**src/rtl/shift_frame_sequencer_pkg.sv**
```systemverilog
// Shared definitions for the shift frame sequencer.
//   - seq_state_e   : FSM state encodings (IDLE=0, SHIFT=1, GAP=2)
//   - DEFAULT_WIDTH : default word length in bits
//   - DEFAULT_GAP   : default idle cycles after each frame
//   - cnt_width()   : counter width helper, never narrower than one bit
package shift_frame_sequencer_pkg;

    typedef enum logic [1:0] {
        ST_IDLE  = 2'd0,
        ST_SHIFT = 2'd1,
        ST_GAP   = 2'd2
    } seq_state_e;

    localparam int DEFAULT_WIDTH = 8;
    localparam int DEFAULT_GAP   = 1;

    // Width needed to hold the value n-1.
    // Clamped to one bit so that a zero-range counter still has a legal declaration.
    function automatic int cnt_width(input int n);
        return (n <= 2) ? 1 : $clog2(n);
    endfunction

endpackage

```
**src/rtl/piso_shift_reg.sv**
```systemverilog
// Parallel-load, serial-out shift register. Shifts left (MSB first) with zero fill.
//   clk   : clock
//   rst   : asynchronous active-high reset, clears the register
//   load  : capture d on the next posedge (has priority over shift)
//   shift : shift left by one bit on the next posedge
//   d     : parallel word to load
//   msb   : current most significant bit
module piso_shift_reg #(
    parameter int WIDTH = 8
) (
    input  logic             clk,
    input  logic             rst,
    input  logic             load,
    input  logic             shift,
    input  logic [WIDTH-1:0] d,
    output logic             msb
);

    logic [WIDTH-1:0] shreg_r;

    // Shift register storage: load wins over shift; otherwise hold.
    always_ff @(posedge clk or posedge rst) begin
        if (rst) begin
            shreg_r <= '0;
        end else if (load) begin
            shreg_r <= d;
        end else if (shift) begin
            shreg_r <= {shreg_r[WIDTH-2:0], 1'b0};
        end else begin
            shreg_r <= shreg_r;
        end
    end

    assign msb = shreg_r[WIDTH-1];

endmodule

```
**src/rtl/shift_frame_sequencer.sv**
```systemverilog
// Frame sequencer for a PISO shift register.
// Accepts one word per valid/ready handshake and shifts it out MSB first, one bit
// per clock. Each frame is marked with frame_start on its first bit and a
// one-cycle done pulse after its last bit, and is followed by GAP idle cycles.
//   clk         : clock
//   rst         : asynchronous active-high reset; all outputs are 0 while it is high
//   in_data     : parallel word, sampled only on the accepting edge
//   in_valid    : producer has a word
//   in_ready    : sequencer accepts a word (IDLE only)
//   ser_out     : current serial bit
//   ser_en      : ser_out is valid
//   frame_start : first (MSB) bit of a frame
//   done        : one-cycle pulse after the last bit
//   busy        : in SHIFT or GAP
// Every output is a flop or a flop bit, so there is no input-to-output path.
module shift_frame_sequencer
    import shift_frame_sequencer_pkg::*;
#(
    parameter int WIDTH = DEFAULT_WIDTH,
    parameter int GAP   = DEFAULT_GAP
) (
    input  logic             clk,
    input  logic             rst,
    input  logic [WIDTH-1:0] in_data,
    input  logic             in_valid,
    output logic             in_ready,
    output logic             ser_out,
    output logic             ser_en,
    output logic             frame_start,
    output logic             done,
    output logic             busy
);

    localparam int BCW = cnt_width(WIDTH);
    localparam int GCW = cnt_width(GAP);

    localparam logic [BCW-1:0] BIT_LAST = BCW'(WIDTH - 1);
    localparam logic [BCW-1:0] BIT_ONE  = BCW'(1'b1);
    localparam logic [BCW-1:0] BIT_ZERO = BCW'(1'b0);
    // Wraps harmlessly when GAP is 0; the GAP state is never entered then.
    localparam logic [GCW-1:0] GAP_LOAD = GCW'(GAP - 1);
    localparam logic [GCW-1:0] GAP_ONE  = GCW'(1'b1);
    localparam logic [GCW-1:0] GAP_ZERO = GCW'(1'b0);

    seq_state_e     state_r;
    logic [BCW-1:0] bit_cnt_r;
    logic [GCW-1:0] gap_cnt_r;
    logic           done_r;
    logic           ser_en_r;
    logic           busy_r;
    logic           frame_start_r;
    logic           in_ready_r;

    logic           load_s;
    logic           shift_s;
    logic           msb_s;

    // The handshake uses the registered in_ready, so acceptance is never
    // possible while rst is high or outside IDLE.
    assign load_s  = (state_r == ST_IDLE) && in_valid && in_ready_r;
    assign shift_s = (state_r == ST_SHIFT);

    piso_shift_reg #(
        .WIDTH (WIDTH)
    ) u_piso (
        .clk   (clk),
        .rst   (rst),
        .load  (load_s),
        .shift (shift_s),
        .d     (in_data),
        .msb   (msb_s)
    );

    // FSM with counters. The outputs are registered here from the next-state value,
    // so each flag lines up with the state it describes.
    always_ff @(posedge clk or posedge rst) begin
        if (rst) begin
            state_r       <= ST_IDLE;
            bit_cnt_r     <= BIT_ZERO;
            gap_cnt_r     <= GAP_ZERO;
            done_r        <= 1'b0;
            ser_en_r      <= 1'b0;
            busy_r        <= 1'b0;
            frame_start_r <= 1'b0;
            in_ready_r    <= 1'b0;
        end else begin
            case (state_r)
                ST_IDLE: begin
                    done_r <= 1'b0;
                    if (load_s) begin
                        state_r       <= ST_SHIFT;
                        bit_cnt_r     <= BIT_LAST;
                        ser_en_r      <= 1'b1;
                        busy_r        <= 1'b1;
                        frame_start_r <= 1'b1;
                        in_ready_r    <= 1'b0;
                    end else begin
                        ser_en_r      <= 1'b0;
                        busy_r        <= 1'b0;
                        frame_start_r <= 1'b0;
                        in_ready_r    <= 1'b1;
                    end
                end
                ST_SHIFT: begin
                    frame_start_r <= 1'b0;
                    if (bit_cnt_r == BIT_ZERO) begin
                        done_r    <= 1'b1;
                        ser_en_r  <= 1'b0;
                        bit_cnt_r <= BIT_ZERO;
                        if (GAP > 0) begin
                            state_r    <= ST_GAP;
                            gap_cnt_r  <= GAP_LOAD;
                            busy_r     <= 1'b1;
                            in_ready_r <= 1'b0;
                        end else begin
                            state_r    <= ST_IDLE;
                            busy_r     <= 1'b0;
                            in_ready_r <= 1'b1;
                        end
                    end else begin
                        bit_cnt_r <= bit_cnt_r - BIT_ONE;
                        done_r    <= 1'b0;
                        ser_en_r  <= 1'b1;
                    end
                end
                ST_GAP: begin
                    done_r        <= 1'b0;
                    ser_en_r      <= 1'b0;
                    frame_start_r <= 1'b0;
                    if (gap_cnt_r == GAP_ZERO) begin
                        state_r    <= ST_IDLE;
                        busy_r     <= 1'b0;
                        in_ready_r <= 1'b1;
                    end else begin
                        gap_cnt_r  <= gap_cnt_r - GAP_ONE;
                        busy_r     <= 1'b1;
                        in_ready_r <= 1'b0;
                    end
                end
                default: begin
                    state_r       <= ST_IDLE;
                    bit_cnt_r     <= BIT_ZERO;
                    gap_cnt_r     <= GAP_ZERO;
                    done_r        <= 1'b0;
                    ser_en_r      <= 1'b0;
                    busy_r        <= 1'b0;
                    frame_start_r <= 1'b0;
                    in_ready_r    <= 1'b0;
                end
            endcase
        end
    end

    // The shift register already reads as 0 outside a frame: it is cleared by
    // reset and emptied by the zero-fill shifts of the previous frame.
    assign ser_out     = msb_s;
    assign ser_en      = ser_en_r;
    assign frame_start = frame_start_r;
    assign done        = done_r;
    assign busy        = busy_r;
    assign in_ready    = in_ready_r;

endmodule
```
**config.mk**
```make
export PLATFORM = sky130hd
export DESIGN_NAME = shift_frame_sequencer
export DESIGN_NICKNAME = d
export VERILOG_FILES = /design/src/rtl/shift_frame_sequencer_pkg.sv /design/src/rtl/piso_shift_reg.sv /design/src/rtl/shift_frame_sequencer.sv
export SDC_FILE = /design/constraint.sdc
export NUM_CORES = 1
export LEC_CHECK = 0
export ABC_AREA = 1
export CAP_MARGIN = 0
export CORE_UTILIZATION = 40
export CTS_CLUSTER_SIZE = 8
export DETAILED_ROUTE_END_ITERATION = 6
export HOLD_SLACK_MARGIN = 0.15
export PLACE_DENSITY = 0.74
export SLEW_MARGIN = 5
export SYNTH_ARGS = -nofsm -noshare
export SYNTH_HDL_FRONTEND = slang
export SYNTH_SLANG_ARGS = --single-unit
```
**constraint.sdc**
```tcl
create_clock -name clk -period 2.5 [get_ports clk]
set_input_delay 0.625 -clock clk [delete_from_list [all_inputs] [get_ports clk]]
set_output_delay 0.625 -clock clk [all_outputs]
set_load 0.01 [all_outputs]
```
==> flow_metrics.env <==
export IMPL_worstPathCellList="clkdlybuf4s50_1"
export IMPL_start_kind="flop"
export IMPL_syn_nets=104
export IMPL_fin_crit_sh_pct=75.0
export IMPL_min_period_ns=1.88
export IMPL_pin_count=17
export IMPL_netlist_top_cells_count="nand3_1, nand2_1, dfrtp_1"
export IMPL_yosys_warnings=0
export IMPL_cts_resized=0
export IMPL_synth_top_cell_area_share_pct=57.1
export IMPL_reg2reg_depth=5
export IMPL_clock_latency_ns=0.30
export IMPL_via_per_inst=4.98
export IMPL_ys_ff_latch=18
export IMPL_clock_sinks=18
export IMPL_vias=672
export IMPL_grt_pass1_vias=580
export IMPL_antenna_found_initial=0
export IMPL_drive_gt1_share_pct=8.18
export IMPL_wl_um=1540
export IMPL_hold_depth=2
export IMPL_gr_total_overflow=0
export IMPL_max_freq_mhz=533
export IMPL_clkTransAtPathRegs_ns=0.11
export IMPL_grt_max_degree=19
export IMPL_status="finished clean"
export IMPL_slowest_stage="clkdlybuf4s50_1"
export IMPL_fin_ws_ns=0.624
export IMPL_ys_seq_area_share_pct=57.1
export IMPL_coreArea_um2=1780
export IMPL_syn_area_um2=790
export IMPL_clock_skew_final_ns=0.00260
export IMPL_clockRootBuffer="clkbuf_4"
export IMPL_drtIter0Drc=16
export IMPL_drc=0
export IMPL_drtAntennaViolNets=0
export IMPL_die_height_um=46.4
export IMPL_antenna_cells=0
export IMPL_synthFlopType="dfrtp_1"
export IMPL_row_count=15
export IMPL_cts_hold_buf=0
export IMPL_pre_cts_ws_ns=0.685
export IMPL_syn_area_per_cell_um2=8.49
export IMPL_maxSlewViolCount=0
export IMPL_setup_tns_ns=0
export IMPL_crit_fanout=4
export IMPL_htreeDepth=1
export IMPL_synthToLayoutAreaGrowth_pct=26.3
export IMPL_synth_edf_count=0
export IMPL_hold_class="reg -> reg"
export IMPL_portBuffers=16
export IMPL_rsz0062_at_grt="no"
export IMPL_worstMarginPinSlew_ns=0.667
export IMPL_maxCapViolations=0
export IMPL_hpwlAfterDp_um=1070
export IMPL_numCtsBuffers=3
export IMPL_crit_family="buffers and inverters"
export IMPL_power_density_nw_per_um2=1190
export IMPL_setup_viol=0
export IMPL_cts_setup_buffers=0
export IMPL_syn_inst=93
export IMPL_synth_top_area_cell="dfrtp_1"
export IMPL_gp_congestion=0.767
export IMPL_synth_area_leaders="dfrtp_1, nand3_1, nand2_1"
export IMPL_slew_headroom_pct=55.5
export IMPL_ys_types=11
export IMPL_cp_num_cells=1
export IMPL_fillCellCount=167
export IMPL_cts_tree="done"
export IMPL_criticalPathCategory="reg -> out"
export IMPL_finalPower_w=0.00119
export IMPL_post_synth_top_count_cell="nand3_1"
export IMPL_first_pass_iters=4
export IMPL_grt_use_total_pct=16.3
export IMPL_wl_per_cell_um=11.4
export IMPL_crit_required_ns=1.88
export IMPL_nets=122
export IMPL_power_leakage_nw=0.509
export IMPL_initial_core_util_pct=44.3
export IMPL_die_w_um=46.4
export IMPL_slowest_delay_ns=0.55
export IMPL_synthArstFlopShare_pct=100
export IMPL_cp_arrival_ns=1.25
export IMPL_dieArea_um2=2160
export IMPL_finalHoldViolCount=0
export IMPL_vdd_ir_drop_max_mv=0.644
export IMPL_grt_pass1_wl_um=2410
export IMPL_cts_buffer_depth=2
export IMPL_endpoint_kind="output pin"
export IMPL_critPathBufInv=1
==> cell families (layout without fill, tap and decap cells) <==
kind of cell	after synthesis	in the layout	share of synthesized area [%]
simple gates	62	62	35.5
flops	18	18	57.1
buf+inv	12	29	6.81
compound gates	1	1	0.633
==> per-layer routing <==
metal  GRT usage, %  share of wire, %
met1           20.6                45
met2           26.4                49
met3           1.18               3.9
met4           10.6               2.3
met5              0                 0
==> path summary, 6_finish.rpt <==
check	start	end	slack (ns)
min reg2reg	u_piso.shreg_r[2]	u_piso.shreg_r[3]	0.51
max reg2reg	state_r[0]	busy	1.28
max	in_ready	in_ready	0.62
min	u_piso.shreg_r[2]	u_piso.shreg_r[3]	0.51
min in group asynchronous	rst	busy	0.71
max in group asynchronous	rst	u_piso.shreg_r[4]	1.37
==> power breakdown <==
part	leakage [nW]	switching, W	internal (W)
logic	0.262	0.000309	0.000207
registers	0.226	0.0000738	0.000412
clock network	0.0210	0.0000963	0.0000889
total	0.509	0.000479	0.000708
==> layout by cell type (no fill, tap or decap) <==
cell              n
clkbuf_8          1
a21oi_1           1
dfrtp_1          18
nand2_1          27
clkbuf_4          3
nor2_1            3
nand2_2           1
clkdlybuf4s50_1  16
inv_2             3
inv_1             6
nor2_4            1
nand3_1          30
==> state kept, by name, summed over array words and instances (netlist names) <==
| register | count |
|---|---|
| done | 1 |
| state_r | 2 |
| bit_cnt_r | 3 |
| frame_start | 1 |
| ser_en | 1 |
| in_ready | 1 |
| busy | 1 |
| u_piso.shreg_r | 8 |
==> through the flow <==
step | std cells | hold WS, ns | util (%) | instance area, um2
4_1_cts | 135 | 0.511 | 55.9 | 997
2_1_floorplan | 93 | 0.466 | - | 790
3_5_place_dp | 131 | 0.488 | 53.9 | 961
6_report | 135 | 0.510 | 55.9 | 997
3_3_place_gp | 131 | 0.474 | 53.9 | 961
5_1_grt | 135 | 0.527 | 55.9 | 997
==> area by class of cell <==
type / instances / area (um2) / share of cell area (%)
tap: 25 / 31.3 / 3.14
timing repair buffer: 16 / 160 / 16.1
clock buffer: 4 / 36.3 / 3.64
multi-input combinational: 63 / 285 / 28.6
sequential: 18 / 450 / 45.2
inverter: 9 / 33.8 / 3.39
==> worst min-delay path: stages, from the launching register on <==
cell and delay (ns):
dfrtp_1 0.36, nand2_1 0.05, nand3_1 0.07
Power figures use the tool's default switching activity.
